[src/rtl/padding_stream.sv]
// Streaming frame padder: forwards interior elements from the input handshake and
// synthesises border elements internally, one padded element per cycle in raster order.
module padding_stream #(
  parameter int unsigned DATA_WIDTH = 16,
  parameter int unsigned D          = 1,
  parameter int unsigned H          = 32,
  parameter int unsigned W          = 32,
  parameter int unsigned PAD_T      = 0,
  parameter int unsigned PAD_B      = 0,
  parameter int unsigned PAD_L      = 0,
  parameter int unsigned PAD_R      = 0
) (
  input  logic                  clk,
  input  logic                  rst,
  input  logic [DATA_WIDTH-1:0] pad_value,
  input  logic                  in_valid,
  output logic                  in_ready,
  input  logic [DATA_WIDTH-1:0] in_data,
  output logic                  out_valid,
  input  logic                  out_ready,
  output logic [DATA_WIDTH-1:0] out_data,
  output logic                  out_first,
  output logic                  out_last
);

  localparam int unsigned HP  = H + PAD_T + PAD_B;
  localparam int unsigned WP  = W + PAD_L + PAD_R;
  localparam int unsigned DCW = (D > 1) ? $clog2(D) : 1;
  localparam int unsigned ICW = (HP > 1) ? $clog2(HP) : 1;
  localparam int unsigned JCW = (WP > 1) ? $clog2(WP) : 1;
  // One extra bit so offset-from-pad arithmetic wraps cleanly below the interior band
  localparam int unsigned IEW = ICW + 1;
  localparam int unsigned JEW = JCW + 1;

  if (D == 0 || H == 0 || W == 0) begin : g_bad_dims
    $error("padding_stream: D, H and W must each be at least 1");
  end

  logic [DCW-1:0]        d_cnt, d_nxt;
  logic [ICW-1:0]        i_cnt, i_nxt;
  logic [JCW-1:0]        j_cnt, j_nxt;
  logic [DATA_WIDTH-1:0] pad_latched;

  logic [IEW-1:0]        row_off;
  logic [JEW-1:0]        col_off;
  logic                  row_in, col_in, interior;
  logic                  d_end, i_end, j_end;
  logic                  is_first, is_last;
  logic                  load, advance;
  logic [DATA_WIDTH-1:0] fill_value;

  // Position decode: an unsigned offset below the pad band wraps above H/W
  assign row_off  = {1'b0, i_cnt} - IEW'(PAD_T);
  assign col_off  = {1'b0, j_cnt} - JEW'(PAD_L);
  assign row_in   = row_off < IEW'(H);
  assign col_in   = col_off < JEW'(W);
  assign interior = row_in && col_in;

  assign d_end    = (d_cnt == DCW'(D - 1));
  assign i_end    = (i_cnt == ICW'(HP - 1));
  assign j_end    = (j_cnt == JCW'(WP - 1));
  assign is_first = (d_cnt == '0) && (i_cnt == '0) && (j_cnt == '0);
  assign is_last  = d_end && i_end && j_end;

  // Output register free or draining this cycle
  assign load     = !out_valid || out_ready;
  assign in_ready = rst && interior && load;
  assign advance  = load && (!interior || in_valid);

  // The frame's first element already uses the value being latched for it
  assign fill_value = is_first ? pad_value : pad_latched;

  // Raster-order counter successor
  always_comb begin
    d_nxt = d_cnt;
    i_nxt = i_cnt;
    j_nxt = j_cnt;
    if (j_end) begin
      j_nxt = '0;
      if (i_end) begin
        i_nxt = '0;
        d_nxt = d_end ? '0 : d_cnt + DCW'(1);
      end else begin
        i_nxt = i_cnt + ICW'(1);
      end
    end else begin
      j_nxt = j_cnt + JCW'(1);
    end
  end

  always_ff @(posedge clk or negedge rst) begin
    if (!rst) begin
      d_cnt       <= '0;
      i_cnt       <= '0;
      j_cnt       <= '0;
      pad_latched <= '0;
      out_valid   <= 1'b0;
      out_data    <= '0;
      out_first   <= 1'b0;
      out_last    <= 1'b0;
    end else begin
      if (advance) begin
        d_cnt     <= d_nxt;
        i_cnt     <= i_nxt;
        j_cnt     <= j_nxt;
        out_valid <= 1'b1;
        out_data  <= interior ? in_data : fill_value;
        out_first <= is_first;
        out_last  <= is_last;
        if (is_first) begin
          pad_latched <= pad_value;
        end
      end else if (out_ready) begin
        out_valid <= 1'b0;
      end
    end
  end

endmodule

[config.mk]
export PLATFORM = sky130hd
export DESIGN_NAME = padding_stream
export DESIGN_NICKNAME = d
export VERILOG_FILES = /design/src/rtl/padding_stream.sv
export SDC_FILE = /design/constraint.sdc
export NUM_CORES = 1
export LEC_CHECK = 0
export ABC_AREA = 1
export CAP_MARGIN = 20
export CORE_ASPECT_RATIO = 2
export CORE_MARGIN = 1
export CORE_UTILIZATION = 44
export CTS_BUF_LIST = sky130_fd_sc_hd__clkbuf_4
export DETAILED_ROUTE_END_ITERATION = 7
export PLACE_DENSITY = 0.82
export SYNTH_ARGS = -nofsm -noshare
export SYNTH_HDL_FRONTEND = slang
export SYNTH_SLANG_ARGS = --single-unit
[constraint.sdc]
create_clock -name clk -period 1.92 [get_ports clk]
set_input_delay 0.288 -clock clk [delete_from_list [all_inputs] [get_ports clk]]
set_output_delay 0.288 -clock clk [all_outputs]
set_load 0.01 [all_outputs]
# Word level (Yosys, flattened, before mapping)
# Cells that the tools add are included.
# W data, S select, Z words.
# word_totals
ff_bits,46
out_inout_bits,20
# classes
add_sub_neg,3
n_lt_le_gt_ge,2
eq_ne,2
mux,7
bitwise,1
reduce_logical,17
# op_table
cell,count
$mux W16,2
$lt A5 B6 Y1 const B,2
$add A5 B1 Y5 const B,2
$eq A5 B5 Y1 const B,2
$logic_not A5 Y1,2
$mux W5,2
$logic_and A1 B1 Y1,8
$mux W1,3
$reduce_and A3 Y1,1
$logic_not A1 Y1,2
$logic_or A1 B1 Y1,2
$reduce_and A2 Y1,1
$reduce_bool A2 Y1,1
$add A1 B1 Y1 const B,1
$not A1 Y1,1

# Longest topological paths before layout
# Gate-level depths: netlist of the first run.
# depth
word_depth,6
mapped_depth,9
mapped_depth_nobuf,9

# Worst setup path after synthesis of the first run
# OpenSTA, ideal clock, no wires.
# synth_timing
kind,register to register
start,reg j_cnt[0]
end,reg i_cnt[3]
setup_time_ns,0.121
t_arrival_ns,1.224
required_time_ns,1.799
path_slack_ns,0.576
path_stages_with_launch,10
n_path_buf,0
path_cell_list,dfrtp_1 ha_1 nand2_1 nor2_1 ha_1 inv_1 nor2_8 inv_2 nand2_1 o21ai_1
# synth_via
elab_chain_cells,6
word_cells_on_any_way,7
# synth_rtl
item,line,text
from (decl),41,"logic [JCW-1:0] j_cnt, j_nxt;"
from (signal assigned),105,j_cnt <= j_nxt;
$lt A5 B6 Y1,56,assign col_in = col_off < JEW'(W);
$logic_and A1 B1 Y1,57,assign interior = row_in && col_in;
$logic_not A1 Y1,68,assign advance = load && (!interior || in_valid);
$logic_or A1 B1 Y1,68,
$logic_and A1 B1 Y1,68,
$reduce_and A2 Y1 (no line) *,-,
to (signal assigned),104,i_cnt <= i_nxt;
to (decl),40,"logic [ICW-1:0] i_cnt, i_nxt;"
# Every way passes the cells marked *; elsewhere a longest branch is shown, timed or not.
# A chain may end at the register's enable or synchronous reset.

# Final worst setup path of the first run
# layout_timing
start,in out_ready
end,out in_ready
# layout_via
elab_chain_cells,2
# layout_rtl
item,line,text
from (decl),20,"input logic out_ready,"
$logic_or A1 B1 Y1,66,assign load = !out_valid || out_ready;
$logic_and A1 B1 Y1,67,assign in_ready = rst && interior && load;
to (decl),17,"output logic in_ready,"
# No other way between the ends.

==> results.json, run 1 <==
{
  "status": "complete, no violations",
  "grt_pass1_vias": 1221,
  "track_usage_pct": 20.8,
  "use_met2_pct": 37.0,
  "endpoint_kind": "primary output",
  "timing.final.crit_period_ns": 1.81,
  "leakage_nw": 0.924,
  "routed_wl_mm": 2.89,
  "cts_tree": "yes",
  "cp-start-kind": "input port",
  "ys_top_cells_by_area": "dfrtp_1 53%, nand2_1 18%, ha_1 6.4%",
  "antenna_found_initial": 0,
  "relSlewSlack_pct": 76.4,
  "ir_worst_vdd_v": 0.000482,
  "ys_types": 23,
  "rrSetupSlack_ns": 0.39,
  "place_ws_ns": 0.102,
  "setup_viol": 0,
  "ys_warn_count": 0,
  "cts.clk_slew.worst_paths_ns": 0.08,
  "rsz0062_at_grt": "false",
  "p_per_area_nw_per_um2": 925,
  "grt_util_met3_pct": 5.33,
  "final_cell_mix": "67 x nand2_1, 39 x clkdlybuf4s50_1, 29 x dfrtp_1, 12 x inv_1, 9 x nand3_1",
  "drive_above_1_share_pct": 7.69,
  "vias": 1149,
  "netlist_area_um2": 1380,
  "ios": 56,
  "cap_violations": 0,
  "wl_per_cell_um": 12.8,
  "final_common_cell": "nand2_1",
  "slew_violations": 0,
  "core_um2": 2980,
  "fp.dieH_um": 81.2,
  "drc_errors": 0,
  "hold_path.class": "input port to asynchronous set/reset pin",
  "clk_latency_ns": 0.32,
  "dp_hpwl_mm": 2.16,
  "cts_buffer_depth": 2,
  "io_buffer_count": 39,
  "die_x_um": 41.6,
  "cp.required_ns": 1.63,
  "fill_cells": 250,
  "cts_hold_buf": 0,
  "syn2layout_area_growth_pct": 31.8,
  "worst-setup-path-type": "input port to primary output",
  "fp-row-count": 28,
  "cp_slowest_cell": "clkdlybuf4s50_1",
  "routabilityCongestion": 0.788,
  "grt_pass1_wl_mm": 5.29,
  "cts-resized-gates": 0,
  "finalNonFillerCells": 225,
  "cts_buffers": 5,
  "cp_cell_sequence": "clkdlybuf4s50_1 -> inv_1 -> a21boi_0 -> clkdlybuf4s50_1",
  "synth_cells": 152,
  "busiest_layer": "met2",
  "setup_slack_ns": 0.114,
  "ys_seq_elements": 29,
  "worst-path-max-fanout": 2,
  "nets": 238,
  "grt_max_degree": 30,
  "start_util_pct": 46.3,
  "hold_viol": 0,
  "fmax_mhz": 554,
  "drtPass1Iterations": 4,
  "diodes": 0,
  "synth_top_area_cell": "dfrtp_1",
  "worst_pin_slew_ns": 0.354,
  "htree_levels": 2,
  "place_inst": 218,
  "root_buffer": "clkbuf_4",
  "cts_sinks": 29,
  "ys_seq_area_share_pct": 52.6,
  "vias_per_cell": 5.11,
  "avgSynthCellArea_um2": 9.07,
  "grt_use_met1_pct": 21.7,
  "max_stage_delay_ns": 0.56,
  "worstPathArrival_ns": 1.52,
  "syn_nets": 195,
  "tns_ns": 0,
  "cp_common_cell": "clkdlybuf4s50_1",
  "die_area_um2": 3380,
  "synth_top_area_share_pct": 52.6,
  "drtIter0Drc": 42,
  "cts_setup_buffers": 0,
  "period_share_pct": 94.1,
  "crit_buf_inv": 3,
  "finClkSkew_ns": 0.00598,
  "ant_nets": 0,
  "grt_overflow_total": 0,
  "cp_top_family": "buffers and inverters"
}
logic make-up (layout without fill, tap and decap cells):
kind of cell               Yosys count  in the layout  synth area share (%)
buffers and inverters               18             61                  7.53
adders and majority gates            7              7                  6.35
and+or+nand+nor                     86             86                  27.9
DFF                                 29             29                  52.6
AOI/OAI and AO/OA                   11             11                  4.90
xor gates and xnor gates             1              1                 0.635
worst register-to-register path: stages (launching register included):
cell and delay (ns):
dfrtp_1 0.40, ha_1 0.18, nand2_1 0.08, nor2_1 0.15, ha_1 0.16, inv_1 0.09, nor2_8 0.17, inv_2 0.06
nand2_1 0.06, o21ai_1 0.06
routing by layer:
layer / routed length [um] / share of wire (%)
met2: 1580 / 55
met5: 0 / 0
met4: 93 / 3.2
met1: 1060 / 37
met3: 153 / 5.3
metrics by stage:
stage | utilization [%] | hold WS, ns | cell area (um2) | power, W
floorplan | - | -0.00759 | 1380 | 0.00113
global placement | 59.4 | 0.462 | 1770 | 0.00131
detailed placement | 59.4 | 0.465 | 1770 | 0.00136
CTS | 61.0 | 0.387 | 1820 | 0.00170
global route | 61.0 | 0.420 | 1820 | 0.00181
finish | 61.0 | 0.365 | 1820 | 0.00168
layout make-up:
| type | instances | area, um2 | area share (%) |
|---|---|---|---|
| Sequential cell | 29 | 726 | 39.9 |
| Multi-Input combinational cell | 105 | 549 | 30.2 |
| Timing Repair Buffer | 40 | 398 | 21.9 |
| Inverter | 14 | 57.6 | 3.17 |
| Clock buffer | 6 | 45.0 | 2.48 |
| Tap cell | 30 | 37.5 | 2.07 |
| Clock inverter | 1 | 3.75 | 0.207 |
report_power, final:
| group | internal, W | total [W] | switching, W |
|---|---|---|---|
| Clock | 0.000147 | 0.000337 | 0.000191 |
| Combinational | 0.000244 | 0.000503 | 0.000259 |
| Sequential | 0.000733 | 0.000840 | 0.000107 |
synth_stat cells:
| cell type | instances |
|---|---|
| o21ai_1 | 1 |
| nand4_1 | 2 |
| buf_12 | 1 |
| ha_1 | 7 |
| nand2_4 | 1 |
| inv_2 | 1 |
| nand3_2 | 1 |
| a21boi_0 | 1 |
| nand2_1 | 67 |
| xor2_1 | 1 |
| nor2_8 | 1 |
| nand2_8 | 1 |
| o21ai_0 | 4 |
| o31ai_1 | 1 |
| o21ai_2 | 2 |
| dfrtp_1 | 29 |
| inv_1 | 12 |
| buf_4 | 2 |
| a21oi_1 | 2 |
| nand3_1 | 9 |
| nor2_1 | 4 |
| buf_6 | 1 |
| inv_6 | 1 |
final timing paths:
| path | from | to | cells after the start |
|---|---|---|---|
| min in group clk | out_data[14] | out_data[14] | 2 |
| hold / removal | rst | out_data[13] | 2 |
| setup / recovery | out_ready | in_ready | 4 |
| hold reg to reg | out_data[14] | out_data[14] | 2 |
| max in group asynchronous | rst | i_cnt[0] | 2 |
| setup reg to reg | j_cnt[0] | i_cnt[3] | 9 |
sequential cells by signal, summed over array words and instances (netlist names):
register   cells
out_valid      1
i_cnt          5
out_first      1
out_data      16
j_cnt          5
out_last       1
Power figures use the tool's default switching activity.
==> inputs of run 2 (changes only) <==
--- a/config.mk
+++ b/config.mk
@@ -11,6 +11,7 @@
 export CORE_MARGIN = 1
 export CORE_UTILIZATION = 44
 export CTS_BUF_LIST = sky130_fd_sc_hd__clkbuf_4
+export CTS_CLUSTER_SIZE = 10
 export DETAILED_ROUTE_END_ITERATION = 7
 export PLACE_DENSITY = 0.82
 export SYNTH_ARGS = -nofsm -noshare
==> results of run 2 <==
Same layout as run 1: the final DEF is identical, and so are final timing and power.
==> inputs of run 3 (changes only) <==
--- a/config.mk
+++ b/config.mk
@@ -13,7 +13,9 @@
 export CTS_BUF_LIST = sky130_fd_sc_hd__clkbuf_4
 export CTS_CLUSTER_SIZE = 10
 export DETAILED_ROUTE_END_ITERATION = 7
+export GPL_ROUTABILITY_DRIVEN = 0
 export PLACE_DENSITY = 0.82
 export SYNTH_ARGS = -nofsm -noshare
 export SYNTH_HDL_FRONTEND = slang
 export SYNTH_SLANG_ARGS = --single-unit
+export TNS_END_PERCENT = 10
==> results of run 3 <==
Same layout as run 1: the final DEF is identical, and so are final timing and power.
